## config.mk

```make
export PLATFORM = sky130hd
export DESIGN_NAME = fptd_epsilon_pipe_lanes
export DESIGN_NICKNAME = d
export VERILOG_FILES = /design/src/rtl/fptd_epsilon_pipe_lanes_pkg.sv /design/src/rtl/fptd_epsilon_pipe_lanes_lane.sv /design/src/rtl/fptd_epsilon_pipe_lanes.sv
export SDC_FILE = /design/constraint.sdc
export NUM_CORES = 1
export LEC_CHECK = 0
export ABC_AREA = 1
export CORE_MARGIN = 2
export CORE_UTILIZATION = 55
export DETAILED_ROUTE_END_ITERATION = 10
export GPL_TIMING_DRIVEN = 0
export PLACE_DENSITY = 0.91
export SLEW_MARGIN = 15
export SYNTH_ARGS = -nofsm -noshare
export SYNTH_HDL_FRONTEND = slang
export SYNTH_HIERARCHICAL = 1
export SYNTH_SLANG_ARGS = --single-unit
```

## constraint.sdc

```tcl
create_clock -name Clock -period 1.4 [get_ports Clock]
set_input_delay 0.28 -clock Clock [delete_from_list [all_inputs] [get_ports Clock]]
set_output_delay 0.28 -clock Clock [all_outputs]
set_load 0.03 [all_outputs]
```

## src/rtl/fptd_epsilon_pipe_lanes_pkg.sv

```systemverilog
// Shared constants and types for the FPTD max-log epsilon unit.
// EPS_PAIR[g][p] = {alpha state, beta state} for pair p of epsilon group g.
package fptd_pkg;

   localparam int NUM_STATES = 8;
   localparam int NUM_EPS    = 4;
   localparam int METRIC_W   = 6;

   typedef logic signed [METRIC_W-1:0] metric_t;
   typedef logic signed [METRIC_W:0]   eps_t;

   localparam logic [2:0] EPS_PAIR [NUM_EPS][4][2] = '{
      '{'{3'd0, 3'd0}, '{3'd1, 3'd4}, '{3'd6, 3'd7}, '{3'd7, 3'd3}},
      '{'{3'd2, 3'd5}, '{3'd3, 3'd1}, '{3'd4, 3'd2}, '{3'd5, 3'd6}},
      '{'{3'd2, 3'd1}, '{3'd3, 3'd5}, '{3'd4, 3'd6}, '{3'd5, 3'd2}},
      '{'{3'd0, 3'd4}, '{3'd1, 3'd0}, '{3'd6, 3'd3}, '{3'd7, 3'd7}}
   };

endpackage

```

## src/rtl/fptd_epsilon_pipe_lanes_lane.sv

```systemverilog
// Per-lane epsilon datapath: 16 alpha+beta sums, then two signed max layers (combinational).
// Layer-1 results leave on l1_o and return on l1_i so the top can cut between them; FPTD_EPS_NORM_EN adds e_k-e1.
module fptd_eps_lane
   import fptd_pkg::*;
#(
   parameter int M = 6
) (
   input  logic [7:1][M-1:0]            alpha_i,
   input  logic [7:1][M-1:0]            beta_i,
   output logic [NUM_EPS-1:0][1:0][M:0] l1_o,
   input  logic [NUM_EPS-1:0][1:0][M:0] l1_i,
   output logic [NUM_EPS-1:0][M:0]      eps_o
);

   logic [M:0] a_x   [NUM_STATES];
   logic [M:0] b_x   [NUM_STATES];
   logic [M:0] sum   [NUM_EPS][4];
   logic [M:0] e_raw [NUM_EPS];

   // Ties may return either operand; returning x keeps it bit-identical either way.
   function automatic logic [M:0] smax(input logic [M:0] x, input logic [M:0] y);
      return ($signed(x) >= $signed(y)) ? x : y;
   endfunction

   always_comb begin
      a_x[0] = '0;
      b_x[0] = '0;
      for (int s = 1; s < NUM_STATES; s++) begin
         a_x[s] = {alpha_i[s][M-1], alpha_i[s]};
         b_x[s] = {beta_i[s][M-1], beta_i[s]};
      end
   end

   always_comb begin
      for (int g = 0; g < NUM_EPS; g++) begin
         for (int p = 0; p < 4; p++) begin
            sum[g][p] = a_x[EPS_PAIR[g][p][0]] + b_x[EPS_PAIR[g][p][1]];
         end
      end
   end

   always_comb begin
      l1_o = '0;
      for (int g = 0; g < NUM_EPS; g++) begin
         l1_o[g][0] = smax(sum[g][0], sum[g][1]);
         l1_o[g][1] = smax(sum[g][2], sum[g][3]);
      end
   end

   always_comb begin
      for (int g = 0; g < NUM_EPS; g++) begin
         e_raw[g] = smax(l1_i[g][0], l1_i[g][1]);
      end
   end

`ifdef FPTD_EPS_NORM_EN
   logic [M+1:0] diff [NUM_EPS];

   // Normalise against e1; saturate on top-two-bit disagreement.
   always_comb begin
      eps_o = '0;
      for (int g = 0; g < NUM_EPS; g++) begin
         diff[g] = {e_raw[g][M], e_raw[g]} - {e_raw[0][M], e_raw[0]};
         if (diff[g][M+1] != diff[g][M]) begin
            eps_o[g] = diff[g][M+1] ? {1'b1, {M{1'b0}}} : {1'b0, {M{1'b1}}};
         end else begin
            eps_o[g] = diff[g][M:0];
         end
      end
   end
`else
   always_comb begin
      eps_o = '0;
      for (int g = 0; g < NUM_EPS; g++) begin
         eps_o[g] = e_raw[g];
      end
   end
`endif

endmodule

```

## src/rtl/fptd_epsilon_pipe_lanes.sv

```systemverilog
// FPTD epsilon unit: L lanes behind one valid/ready handshake; FPTD_EPS_NORM_EN selects normalised output.
// Latency D cycles (1 or 2); bubble-collapsing, in_ready = load of the first stage.
// out_valid/data held stable while out_ready=0; flush drops everything in flight and clears the beat counter.
module fptd_epsilon_pipe_lanes
   import fptd_pkg::*;
#(
   parameter int M      = 6,
   parameter int L      = 1,
   parameter int D      = 1,
   parameter int BEAT_W = 12
) (
   input  logic                        Clock,
   input  logic                        nReset,
   input  logic                        flush,
   input  logic                        in_valid,
   output logic                        in_ready,
   input  logic                        in_last,
   input  logic [L-1:0][7:1][M-1:0]    alpha,
   input  logic [L-1:0][7:1][M-1:0]    beta,
   output logic                        out_valid,
   input  logic                        out_ready,
   output logic                        out_last,
   output logic [BEAT_W-1:0]           out_beat,
   output logic [L-1:0][4:1][M:0]      epsilon
);

   logic [L-1:0][NUM_EPS-1:0][1:0][M:0] l1_c;
   logic [L-1:0][NUM_EPS-1:0][1:0][M:0] l1_sel;
   logic [L-1:0][NUM_EPS-1:0][M:0]      eps_c;

   logic                   out_vld_q, out_vld_d, out_last_q;
   logic [L-1:0][4:1][M:0] eps_q;
   logic [BEAT_W-1:0]      beat_q, beat_d;
   logic                   ld_out, src_vld, src_last;

   for (genvar l = 0; l < L; l++) begin : g_lane
      fptd_eps_lane #(.M(M)) u_lane (
         .alpha_i (alpha[l]),
         .beta_i  (beta[l]),
         .l1_o    (l1_c[l]),
         .l1_i    (l1_sel[l]),
         .eps_o   (eps_c[l])
      );
   end

   assign ld_out = !out_vld_q || out_ready;

   if (D == 2) begin : g_mid
      logic                                mid_vld_q, mid_vld_d, mid_last_q, ld_mid;
      logic [L-1:0][NUM_EPS-1:0][1:0][M:0] mid_q;

      assign ld_mid    = !mid_vld_q || ld_out;
      assign mid_vld_d = flush ? 1'b0 : (ld_mid ? in_valid : mid_vld_q);

      always_ff @(posedge Clock or negedge nReset) begin
         if (!nReset) begin
            mid_vld_q  <= 1'b0;
            mid_last_q <= 1'b0;
            mid_q      <= '0;
         end else begin
            mid_vld_q <= mid_vld_d;
            if (ld_mid && in_valid) begin
               mid_last_q <= in_last;
               mid_q      <= l1_c;
            end
         end
      end

      assign in_ready = ld_mid;
      assign src_vld  = mid_vld_q;
      assign src_last = mid_last_q;
      assign l1_sel   = mid_q;
   end else begin : g_flat
      assign in_ready = ld_out;
      assign src_vld  = in_valid;
      assign src_last = in_last;
      assign l1_sel   = l1_c;
   end

   assign out_vld_d = flush ? 1'b0 : (ld_out ? src_vld : out_vld_q);

   // Counter names the beat currently presented; it only moves on an output transfer.
   always_comb begin
      beat_d = beat_q;
      if (flush) begin
         beat_d = '0;
      end else if (out_vld_q && out_ready) begin
         beat_d = out_last_q ? '0 : beat_q + BEAT_W'(1);
      end
   end

   always_ff @(posedge Clock or negedge nReset) begin
      if (!nReset) begin
         out_vld_q  <= 1'b0;
         out_last_q <= 1'b0;
         eps_q      <= '0;
         beat_q     <= '0;
      end else begin
         out_vld_q <= out_vld_d;
         beat_q    <= beat_d;
         if (ld_out && src_vld) begin
            out_last_q <= src_last;
            eps_q      <= eps_c;
         end
      end
   end

   assign out_valid = out_vld_q;
   assign out_last  = out_last_q;
   assign out_beat  = beat_q;
   assign epsilon   = eps_q;

endmodule

```

==> impl_metrics.env, run 1 <==
export IMPL_outcome="stopped before the end"
export IMPL_failing_step="global routing"
export IMPL_firstError="[ERROR GRT-0232] Routing congestion too high. Check the congestion heatmap in the GUI."
export IMPL_start_util_pct=56.1
export IMPL_die_height_um=128
export IMPL_ys_seq_area_share_pct=12.4
export IMPL_place_gp_congestion=0.931
export IMPL_yosysUniqueCellTypes=35
export IMPL_synth_edf_count=0
export IMPL_yosysTopAreaCellShare_pct=22.8
export IMPL_cts_buffer_depth=2
export IMPL_syn_mean_instance_area_um2=6.64
export IMPL_synth_most_common_cell="nand2_1"
export IMPL_yosys_warnings=6
export IMPL_grt_max_degree=33
export IMPL_cts_root_buffer="clkbuf_16"
export IMPL_htreeDepth=2
export IMPL_io_buffers=132
export IMPL_dp_final_hpwl_um=18800
export IMPL_cts_sinks=42
export IMPL_cts_buffers=5
export IMPL_netlist_top_cells_area="ha_1 (23%), nand2_1 (20%), dfrtp_1 (12%), inv_1 (9.3%), nand4_1 (7.0%)"
export IMPL_placed_cells=1599
export IMPL_syn_nets=1536
export IMPL_worst_endpoint="epsilon[8]$_DFFE_PN0P_/D"
export IMPL_io_pins=133
export IMPL_ys_top_cells_by_count="nand2_1 (447), inv_1 (210), ha_1 (155)"
export IMPL_worstEpCategory="register input"
export IMPL_die_x_um=128
export IMPL_synth_area_um2=8490
export IMPL_synthArstFlopShare_pct=100
export IMPL_ys_ff_latch=42
export IMPL_synth_top_area_cell="ha_1"
export IMPL_postSynthCellCount=1278
export IMPL_grt_overflow=48
export IMPL_synth_flop_cell="dfrtp_1"
export IMPL_fp_row_count=45
export IMPL_grt_use_total_pct=78.0
-- layer usage --
layer  GRT overflow  track usage (%)
met5              0             37.2
met4             17             78.3
met3              6             67.0
met2             24             93.7
met1              1             75.2
-- kinds of logic after synthesis --
kind of cell | after synthesis | share of synthesized area, %
flip-flops | 42 | 12.4
XOR/XNOR | 25 | 2.58
multiplexers | 29 | 4.29
AO/OA/AOI/OAI | 73 | 4.54
buffers and inverters | 216 | 9.87
other | 1 | 0.0442
adder cells (fa/ha/maj) | 168 | 25.9
AND/OR/NAND/NOR | 724 | 40.4
-- per-stage QoR --
stage	setup WS, ps	area, um^2
floorplan	-2170	8930
global placement	-3160	10500
detailed placement	-3240	10500
CTS	-2220	12900
-- timing repair --
action | in CTS
endpoints found under the setup margin | 72
pin swaps | 205
hold endpoints to repair | 10
hold buffers | 1
resized for setup | 529
buffers inserted | 103
==> run 2, diff against run 1 <==
Settings changed: CORE_UTILIZATION 55 to 40, PLACE_DENSITY 0.91 to default, PLACE_DENSITY_LB_ADDON from default to 0.15.
==> run 2 against run 1 <==
  * The flow now finishes, with violations (setup timing)
  * Synthesized cell count is the same
  * Area after synthesis is the same
==> impl_metrics.env, run 2 <==
export IMPL_outcome="finished with violations"
export IMPL_violations="setup timing"
export IMPL_synth_compound_area_share_pct=4.54
export IMPL_die_x_um=150
export IMPL_largest_reg_flops=28
export IMPL_syn_mean_instance_area_um2=6.64
export IMPL_cts_buffer_depth=2
export IMPL_r2r_start="out_valid$_DFFE_PN0P_"
export IMPL_drc_errors=0
export IMPL_ys_top_cells_by_count="nand2_1 (447), inv_1 (210), ha_1 (155)"
export IMPL_synth_edf_count=0
export IMPL_drive_above_1_share_pct=43.6
export IMPL_crit_top_cell="nand2_2"
export IMPL_rsz0062_at_grt="yes"
export IMPL_final_nets=1829
export IMPL_period_share_pct=262
export IMPL_io_pins=133
export IMPL_fillCellCount=1766
export IMPL_drv_slew=0
export IMPL_fin_crit_ps=3660
export IMPL_netlist_top_cells_area="ha_1 (23%), nand2_1 (20%), dfrtp_1 (12%), inv_1 (9.3%), nand4_1 (7.0%)"
export IMPL_synth_top_family_by_area="simple AND/OR/NAND/NOR gates"
export IMPL_cp_slowest_cell="fa_2"
export IMPL_die_area_um2=22400
export IMPL_yosysTopAreaCellShare_pct=22.8
export IMPL_grt_pass1_wl_um=44400
export IMPL_cpPeakStageDelay_ps=390
export IMPL_synth_xor_area_share_pct=2.58
export IMPL_synth_most_common_cell="nand2_1"
export IMPL_yosysUniqueCellTypes=35
export IMPL_fmax_mhz=273
export IMPL_grt_use_total_pct=24.1
export IMPL_synth_flop_cell="dfrtp_1"
export IMPL_postSynthCellCount=1278
export IMPL_clk_pin_slew_worst_paths_ps=70
export IMPL_tritoncts="built"
export IMPL_setup_viol=28
export IMPL_crit_start="alpha[18]"
export IMPL_antenna_found_initial=0
export IMPL_die_height_um=150
export IMPL_insertion_delay_ps=300
export IMPL_routedWlPerCell_um=14.9
export IMPL_drtAntennaViolNets=0
export IMPL_htreeDepth=2
export IMPL_cp_max_fo=8
export IMPL_place_gp_congestion=0.879
export IMPL_path_class="in2reg"
export IMPL_syn_nets=1536
export IMPL_fp_row_count=53
export IMPL_drtIter0Drc=307
export IMPL_yosys_warnings=6
export IMPL_crit_buf_inv=3
export IMPL_grt_max_degree=29
export IMPL_grt_overflow=0
export IMPL_synthSimpleGateAreaFrac_pct=40.4
export IMPL_critPathCaptureType="register"
export IMPL_cts_sinks=42
export IMPL_area_growth_pct=61.6
export IMPL_fin_util_pct=65.5
export IMPL_grt_pass1_vias=9564
export IMPL_placed_cells=1686
export IMPL_arrival_ps=3840
export IMPL_ys_seq_area_share_pct=12.4
export IMPL_critPathTopFamily="simple AND/OR/NAND/NOR gates"
export IMPL_total_power_mw=20.5
export IMPL_yosys_area_share_adder_pct=25.9
export IMPL_layout_commonest_cell="nand2_1"
export IMPL_dr_pass1_iters=5
export IMPL_maxCapViolations=0
export IMPL_dp_final_hpwl_um=19200
export IMPL_hold_viol_final=0
export IMPL_io_buffers=132
export IMPL_antennaDiodeCount=0
export IMPL_hold_class="in2async"
export IMPL_fin_skew_ps=8.80
export IMPL_p_leak_nw=6.91
export IMPL_cts_root_buffer="clkbuf_16"
export IMPL_final_cells=1847
export IMPL_vias=9520
export IMPL_core_area_um2=21000
export IMPL_synth_top_area_cell="ha_1"
export IMPL_synthArstFlopShare_pct=100
export IMPL_synth_mux_area_fraction_pct=4.29
export IMPL_synth_area_um2=8490
export IMPL_critPathLaunchType="primary input"
export IMPL_cp_required_ps=1580
export IMPL_powerDensity_nw_per_um2=1490
export IMPL_worst_slack_ps=-2260
export IMPL_wirelength_um=27400
export IMPL_final_cell_mix="nand2_1 (281), inv_1 (164), nand2_2 (155)"
export IMPL_start_util_pct=40.5
export IMPL_cts_buffers=5
export IMPL_ys_ff_latch=42
export IMPL_vias_per_cell=5.15
export IMPL_vdd_drop_max_uv=831
==> run 2: layout make-up <==
type                            instances  area [um^2]  share of cell area, %
Multi-Input combinational cell       1020         8870                   64.6
Timing Repair Buffer                  286         2460                   17.9
Sequential cell                        42         1050                   7.68
Inverter                              211          795                   5.79
Tap cell                              275          344                   2.51
Clock buffer                            5          125                  0.912
Buffer                                  5         46.3                  0.337
Clock inverter                          3         25.0                  0.182
==> run 2: where the power goes <==
group          switching, mW  leakage, nW  total (mW)  internal (mW)
registers              0.221        0.536        1.85           1.63
logic                   9.48         6.30        17.4           7.88
clock network          0.578       0.0704        1.25          0.673
==> run 2: worst paths after layout <==
kind,to,slack [ps],cells past startpoint
hold / removal,epsilon[4]$_DFFE_PN0P_,450,2
setup reg to reg,epsilon[22]$_DFFE_PN0P_,70,5
hold reg to reg,epsilon[10]$_DFFE_PN0P_,500,1
max in group asynchronous,out_beat[0]$_DFFE_PN0P_,430,3
setup / recovery,epsilon[20]$_DFFE_PN0P_,-2260,26
min in group Clock,epsilon[10]$_DFFE_PN0P_,500,1
==> run 2: timing repair <==
| item | in CTS | in global routing |
|---|---|---|
| pin swaps | 193 | 140 |
| resized for setup | 554 | 161 |
| setup buffers | 116 | 36 |
| hold buffers | 1 | 0 |
| setup endpoints to repair | 72 | 41 |
| endpoints found under the hold margin | 14 | 0 |
==> run 2: cells by family (layout without fill, tap and decap cells) <==
| kind of cell | after synthesis | count (layout) |
|---|---|---|
| AND/OR/NAND/NOR | 724 | 724 |
| buffers and inverters | 216 | 510 |
| adder cells (fa/ha/maj) | 168 | 168 |
| AO/OA/AOI/OAI | 73 | 73 |
| flip-flops | 42 | 42 |
| multiplexers | 29 | 29 |
| XOR/XNOR | 25 | 25 |
| other | 1 | 1 |
==> run 2: layer usage <==
metal	routed length (um)	global-route usage [%]	share of wire [%]	vias up
met4	413	5.47	1.5	0
met3	1010	2.56	3.7	35
met5	0	0	0	-
met2	14100	44.4	51	202
li1	-	-	-	4823
met1	11900	30.1	43	4460
==> run 2: stage by stage <==
stage                     cell area, um^2  setup TNS (ps)  setup WS, ps  hold slack [ps]
after detailed placement            10600          -92200         -3280              246
after global routing                13700          -67660         -2470              493
after global placement              10600         -148430         -3250              491
after floorplan                      8930          -59400         -2170            -15.6
final                               13700          -62100         -2260              452
after CTS                           13100          -59260         -2180              459
Note: power is estimated with default switching activity, not from simulation.
==> run 3, diff against run 2 <==
Settings changed: PLACE_DENSITY from default to 0.6, PLACE_DENSITY_LB_ADDON 0.15 to default.
==> run 3 against run 2 <==
  * The run still ends with setup timing left
  * Largest power group unchanged
  * Hold slack got worse by 9.9 ps
  * Die area unchanged
  * Critical path depth up 3
  * Utilization is 1.2 points lower
  * Critical endpoint is now epsilon[9]$_DFFE_PN0P_
  * Largest cell class unchanged
==> impl_metrics.env, run 3 (synthesis results as in run 2) <==
export IMPL_tritoncts="built"
export IMPL_final_area_um2=13500
export IMPL_vias_per_cell=5.15
export IMPL_placed_cells=1686
export IMPL_fmax_mhz=269
export IMPL_largest_reg_flops=28
export IMPL_routedWlPerCell_um=14.6
export IMPL_arrival_ps=3890
export IMPL_antenna_found_initial=0
export IMPL_setup_viol=28
export IMPL_grt_max_degree=33
export IMPL_dp_final_hpwl_um=19300
export IMPL_fp_row_count=53
export IMPL_r2r_slack_ps=70
export IMPL_drive_above_1_share_pct=41.1
export IMPL_fillCellCount=1790
export IMPL_htreeDepth=2
export IMPL_grt_pass1_vias=9124
export IMPL_place_gp_congestion=0.879
export IMPL_cpPeakStageDelay_ps=340
export IMPL_drc_errors=0
export IMPL_die_height_um=150
export IMPL_antennaDiodeCount=0
export IMPL_path_class="in2reg"
export IMPL_multi_input_area_um2=8900
export IMPL_cts_buffers=5
export IMPL_vias=9348
export IMPL_dr_pass1_iters=5
export IMPL_drtIter0Drc=328
export IMPL_critPathLaunchType="primary input"
export IMPL_hold_ws_ps=442
export IMPL_cp_max_fo=8
export IMPL_cp_slowest_cell="fa_2"
export IMPL_insertion_delay_ps=290
export IMPL_rsz0062_at_grt="yes"
export IMPL_grt_use_total_pct=23.1
export IMPL_die_x_um=150
export IMPL_outcome="finished with violations"
export IMPL_period_share_pct=265
export IMPL_io_buffers=132
export IMPL_io_pins=133
export IMPL_cts_sinks=42
export IMPL_p_leak_nw=6.79
export IMPL_cp_required_ps=1570
export IMPL_start_util_pct=40.5
export IMPL_fin_crit_ps=3720
export IMPL_dpl_cell_area_um2=10600
export IMPL_powerDensity_nw_per_um2=1490
export IMPL_area_growth_pct=58.6
export IMPL_worst_slack_ps=-2320
export IMPL_layout_commonest_cell="nand2_1"
export IMPL_crit_top_cell="nand2_2"
export IMPL_wirelength_um=26500
export IMPL_drtAntennaViolNets=0
export IMPL_final_nets=1796
export IMPL_regArea_um2=1050
export IMPL_grt_pass1_wl_um=42500
export IMPL_fin_skew_ps=6.66
export IMPL_r2r_cells=5
export IMPL_vdd_drop_max_uv=848
export IMPL_cts_root_buffer="clkbuf_16"
export IMPL_violations="setup timing"
export IMPL_final_cells=1814
export IMPL_final_cell_mix="nand2_1 (282), inv_1 (174), nand2_2 (139)"
export IMPL_hold_class="in2async"
export IMPL_tns_ps=-62060
export IMPL_die_area_um2=22400
export IMPL_clk_pin_slew_worst_paths_ps=60
export IMPL_cts_buffer_depth=2
export IMPL_total_power_mw=20.0
export IMPL_drv_slew=0
export IMPL_grt_overflow=0
export IMPL_maxCapViolations=0
export IMPL_core_area_um2=21000
export IMPL_critPathCaptureType="register"
export IMPL_r2r_start="out_valid$_DFFE_PN0P_"
export IMPL_hold_viol_final=0
export IMPL_r2r_end="epsilon[15]$_DFFE_PN0P_"
## run 3: cell types whose count changed in the layout (fill, tap and decap cells not counted), moves of 7 or more
| cell | previous run | this run |
|---|---|---|
| buf_4 | 147 | 113 |
| nand2_4 | 27 | 42 |
| nand2_2 | 155 | 139 |
| clkdlybuf4s15_2 | 30 | 23 |
| inv_1 | 164 | 174 |
| inv_2 | 46 | 36 |
## run 3: final cells by class
type	count	share of cell area [%]
Buffer	5	0.344
Tap cell	275	2.55
Multi-Input combinational cell	1020	66.1
Timing Repair Buffer	253	16.0
Clock buffer	6	0.957
Clock inverter	2	0.279
Inverter	211	5.91
Sequential cell	42	7.83
## run 3: repair_timing
action	CTS	global route
cloned	0	0
buffers inserted	91	28
endpoints found under the hold margin	10	0
hold buffers	1	0
pin swaps	172	136
resized for setup	544	166
setup endpoints to repair	71	45
## run 3: power breakdown
| group | internal, mW | switching, mW | leakage, nW | total (mW) |
|---|---|---|---|---|
| registers | 1.63 | 0.218 | 0.534 | 1.85 |
| logic | 7.41 | 9.39 | 6.18 | 16.8 |
| clock network | 0.844 | 0.519 | 0.0771 | 1.36 |
## run 3: critical path: cells and delay by family
| family | cells | cell delay (ps) |
|---|---|---|
| AOI/OAI and AO/OA | 2 | 270 |
| adders and majority gates | 4 | 910 |
| buffers and inverters | 4 | 330 |
| muxes | 1 | 270 |
| and+or+nand+nor | 18 | 1820 |
## run 3: routing by layer
metal	GRT usage, %	up-vias	wire (um)
li1	-	4777	-
met1	30.0	4357	12000
met2	41.7	178	13200
met3	2.10	36	894
met4	4.48	0	440
met5	0	-	0
## run 3: worst max path at each step
stage / slack [ps] / to / from / cells past startpoint
3_3_place_gp: -3270 / epsilon[18]$_DFFE_PN0P_ / alpha[24] / 30
6_report: -2320 / epsilon[9]$_DFFE_PN0P_ / alpha[12] / 29
3_5_place_dp: -3300 / epsilon[18]$_DFFE_PN0P_ / alpha[24] / 29
4_1_cts: -2210 / epsilon[20]$_DFFE_PN0P_ / beta[6] / 29
5_1_grt: -2520 / epsilon[9]$_DFFE_PN0P_ / alpha[12] / 29
2_1_floorplan: -2170 / epsilon[14]$_DFFE_PN0P_ / alpha[24] / 27
## run 3: metrics by stage
step	setup WS, ps	utilization, %
floorplan	-2170	-
global placement	-3270	50.6
detailed placement	-3300	50.6
CTS	-2210	61.1
global route	-2520	64.3
finish	-2320	64.3
==> run 4, diff against run 3 <==
Settings changed: CAP_MARGIN from default to 40, SLEW_MARGIN 15 to 20.
==> run 4 against run 3 <==
  * The flow still finishes with violations (setup timing)
  * Cell count rose by 0.94%
  * Die area did not move
  * Sequential share of layout area fell by 0.12 points
  * Highest routed layer unchanged
  * Non-clock buffer count rose by 17
  * Via count rose by 0.72%
  * Register-to-register slack barely moved
  * Total power rose by 2.1%
  * Clock-buffer cell count fell by 1
  * Clock power fell by 13%
  * Largest power group unchanged
  * Largest cell class unchanged
  * Global-route usage fell by 0.16 points
  * Setup slack got worse by 15 ps
==> impl_metrics.env, run 4 (synthesis results as in run 2) <==
export IMPL_clk_pin_slew_worst_paths_ps=70
export IMPL_path_class="in2reg"
export IMPL_cts_buffer_depth=2
export IMPL_drtAntennaViolNets=0
export IMPL_vias_per_cell=5.14
export IMPL_wirelength_um=26900
export IMPL_io_buffers=132
export IMPL_rsz0062_at_grt="yes"
export IMPL_grt_overflow=0
export IMPL_drtIter0Drc=319
export IMPL_cp_max_fo=8
export IMPL_die_area_um2=22400
export IMPL_placed_cells=1686
export IMPL_cp_slowest_cell="fa_2"
export IMPL_grt_pass1_wl_um=42100
export IMPL_critPathTopFamily="simple AND/OR/NAND/NOR gates"
export IMPL_largest_reg_flops=28
export IMPL_cp_required_ps=1570
export IMPL_dp_final_hpwl_um=19200
export IMPL_antennaDiodeCount=0
export IMPL_critPathCaptureType="register"
export IMPL_arrival_ps=3910
export IMPL_cts_buffers=5
export IMPL_grt_pass1_vias=9029
export IMPL_cts_root_buffer="clkbuf_16"
export IMPL_tritoncts="built"
export IMPL_place_gp_congestion=0.879
export IMPL_cts_sinks=42
export IMPL_powerDensity_nw_per_um2=1490
export IMPL_final_cell_mix="nand2_1 (269), inv_1 (166), nand2_2 (156)"
export IMPL_critPathLaunchType="primary input"
export IMPL_start_util_pct=40.5
export IMPL_routedWlPerCell_um=14.7
export IMPL_grt_use_total_pct=22.9
export IMPL_hold_class="in2async"
export IMPL_period_share_pct=267
export IMPL_fin_skew_ps=4.07
export IMPL_violations="setup timing"
export IMPL_outcome="finished with violations"
export IMPL_hold_viol_final=0
export IMPL_vias=9415
export IMPL_antenna_found_initial=0
export IMPL_layout_commonest_cell="nand2_1"
export IMPL_setup_viol=28
export IMPL_p_leak_nw=6.87
export IMPL_worst_slack_ps=-2330
export IMPL_die_x_um=150
export IMPL_drc_errors=0
export IMPL_drive_above_1_share_pct=44.2
export IMPL_dr_pass1_iters=5
export IMPL_die_height_um=150
export IMPL_worst_slew_pin_transition_ps=624
export IMPL_pre_cts_slack_ps=-3300
export IMPL_maxCapViolations=0
export IMPL_grt_max_degree=23
export IMPL_drv_slew=0
export IMPL_hold_buffers=0
export IMPL_crit_top_cell="nand2_1"
export IMPL_area_growth_pct=61.2
export IMPL_final_nets=1813
export IMPL_relSlewSlack_pct=58.4
export IMPL_vdd_drop_max_uv=696
export IMPL_final_cells=1831
export IMPL_core_area_um2=21000
export IMPL_fin_crit_ps=3730
export IMPL_insertion_delay_ps=290
export IMPL_fp_row_count=53
export IMPL_fmax_mhz=268
export IMPL_crit_buf_inv=4
export IMPL_htreeDepth=2
export IMPL_io_pins=133
export IMPL_cpPeakStageDelay_ps=360
-- run 4: cell types whose count changed in the layout (fill, tap and decap cells not counted), moves of 6 or more --
cell | previous run | this run
nand2_2 | 139 | 156
nand2_1 | 282 | 269
buf_6 | 12 | 22
buf_4 | 113 | 122
inv_1 | 174 | 166
inv_2 | 36 | 43
xnor2_1 | 10 | 4
xnor2_2 | 2 | 8
-- run 4: cell type report --
type,count,area (um^2)
buffer,5,46.3
clock buffer,5,125
clock inverter,3,21.3
fill,1794,7270
inverter,211,798
multi-input combinational,1020,9010
sequential,42,1050
tap,275,344
timing repair buffer,270,2280
-- run 4: stage by stage --
step / hold slack [ps] / power (mW) / area [um^2] / setup TNS, ps / util (%)
3_5_place_dp: 334 / 13.3 / 10600 / -92280 / 50.7
4_1_cts: 21.7 / 17.7 / 12800 / -60230 / 60.9
2_1_floorplan: -15.6 / 10.3 / 8930 / -59400 / -
6_report: 3.39 / 20.4 / 13700 / -62450 / 65.3
5_1_grt: 34.7 / 22.1 / 13700 / -67960 / 65.3
3_3_place_gp: 487 / 13.1 / 10600 / -147640 / 50.6
-- run 4: worst register-to-register path, cell delays in order, from the launching register on --
cell and delay [ps]:
dfrtp_2 370, nand2_2 70, nand2_2 80, buf_2 310
mux2_2 390
-- run 4: what timing repair did --
item,in CTS,in global routing
pin swaps,196,180
gates cloned,0,0
resized for setup,525,229
buffers inserted,94,44
setup endpoints to repair,71,45
-- run 4: where the power goes --
group | switching (mW) | leakage [nW] | internal [mW]
registers | 0.216 | 0.534 | 1.63
clock network | 0.524 | 0.0698 | 0.661
logic | 9.56 | 6.27 | 7.84
-- run 4: path summary, 6_finish.rpt --
check / from / depth (start not counted) / slack (ps) / endpoint
min: nReset / 1 / 3 / out_valid$_DFFE_PN0P_
min reg2reg: epsilon[27]$_DFFE_PN0P_ / 1 / 500 / epsilon[27]$_DFFE_PN0P_
max: alpha[12] / 29 / -2330 / epsilon[9]$_DFFE_PN0P_
max reg2reg: out_valid$_DFFE_PN0P_ / 4 / 60 / epsilon[8]$_DFFE_PN0P_
min in group Clock: epsilon[27]$_DFFE_PN0P_ / 1 / 500 / epsilon[27]$_DFFE_PN0P_
max in group asynchronous: nReset / 2 / 870 / epsilon[3]$_DFFE_PN0P_
-- run 4: layer usage --
| layer | track usage [%] | wire (um) | share of wire [%] |
|---|---|---|---|
| met2 | 41.1 | 13300 | 49 |
| met5 | 0 | 0 | 0 |
| met4 | 5.19 | 463 | 1.7 |
| met3 | 1.86 | 821 | 3.1 |
| met1 | 29.9 | 12300 | 46 |
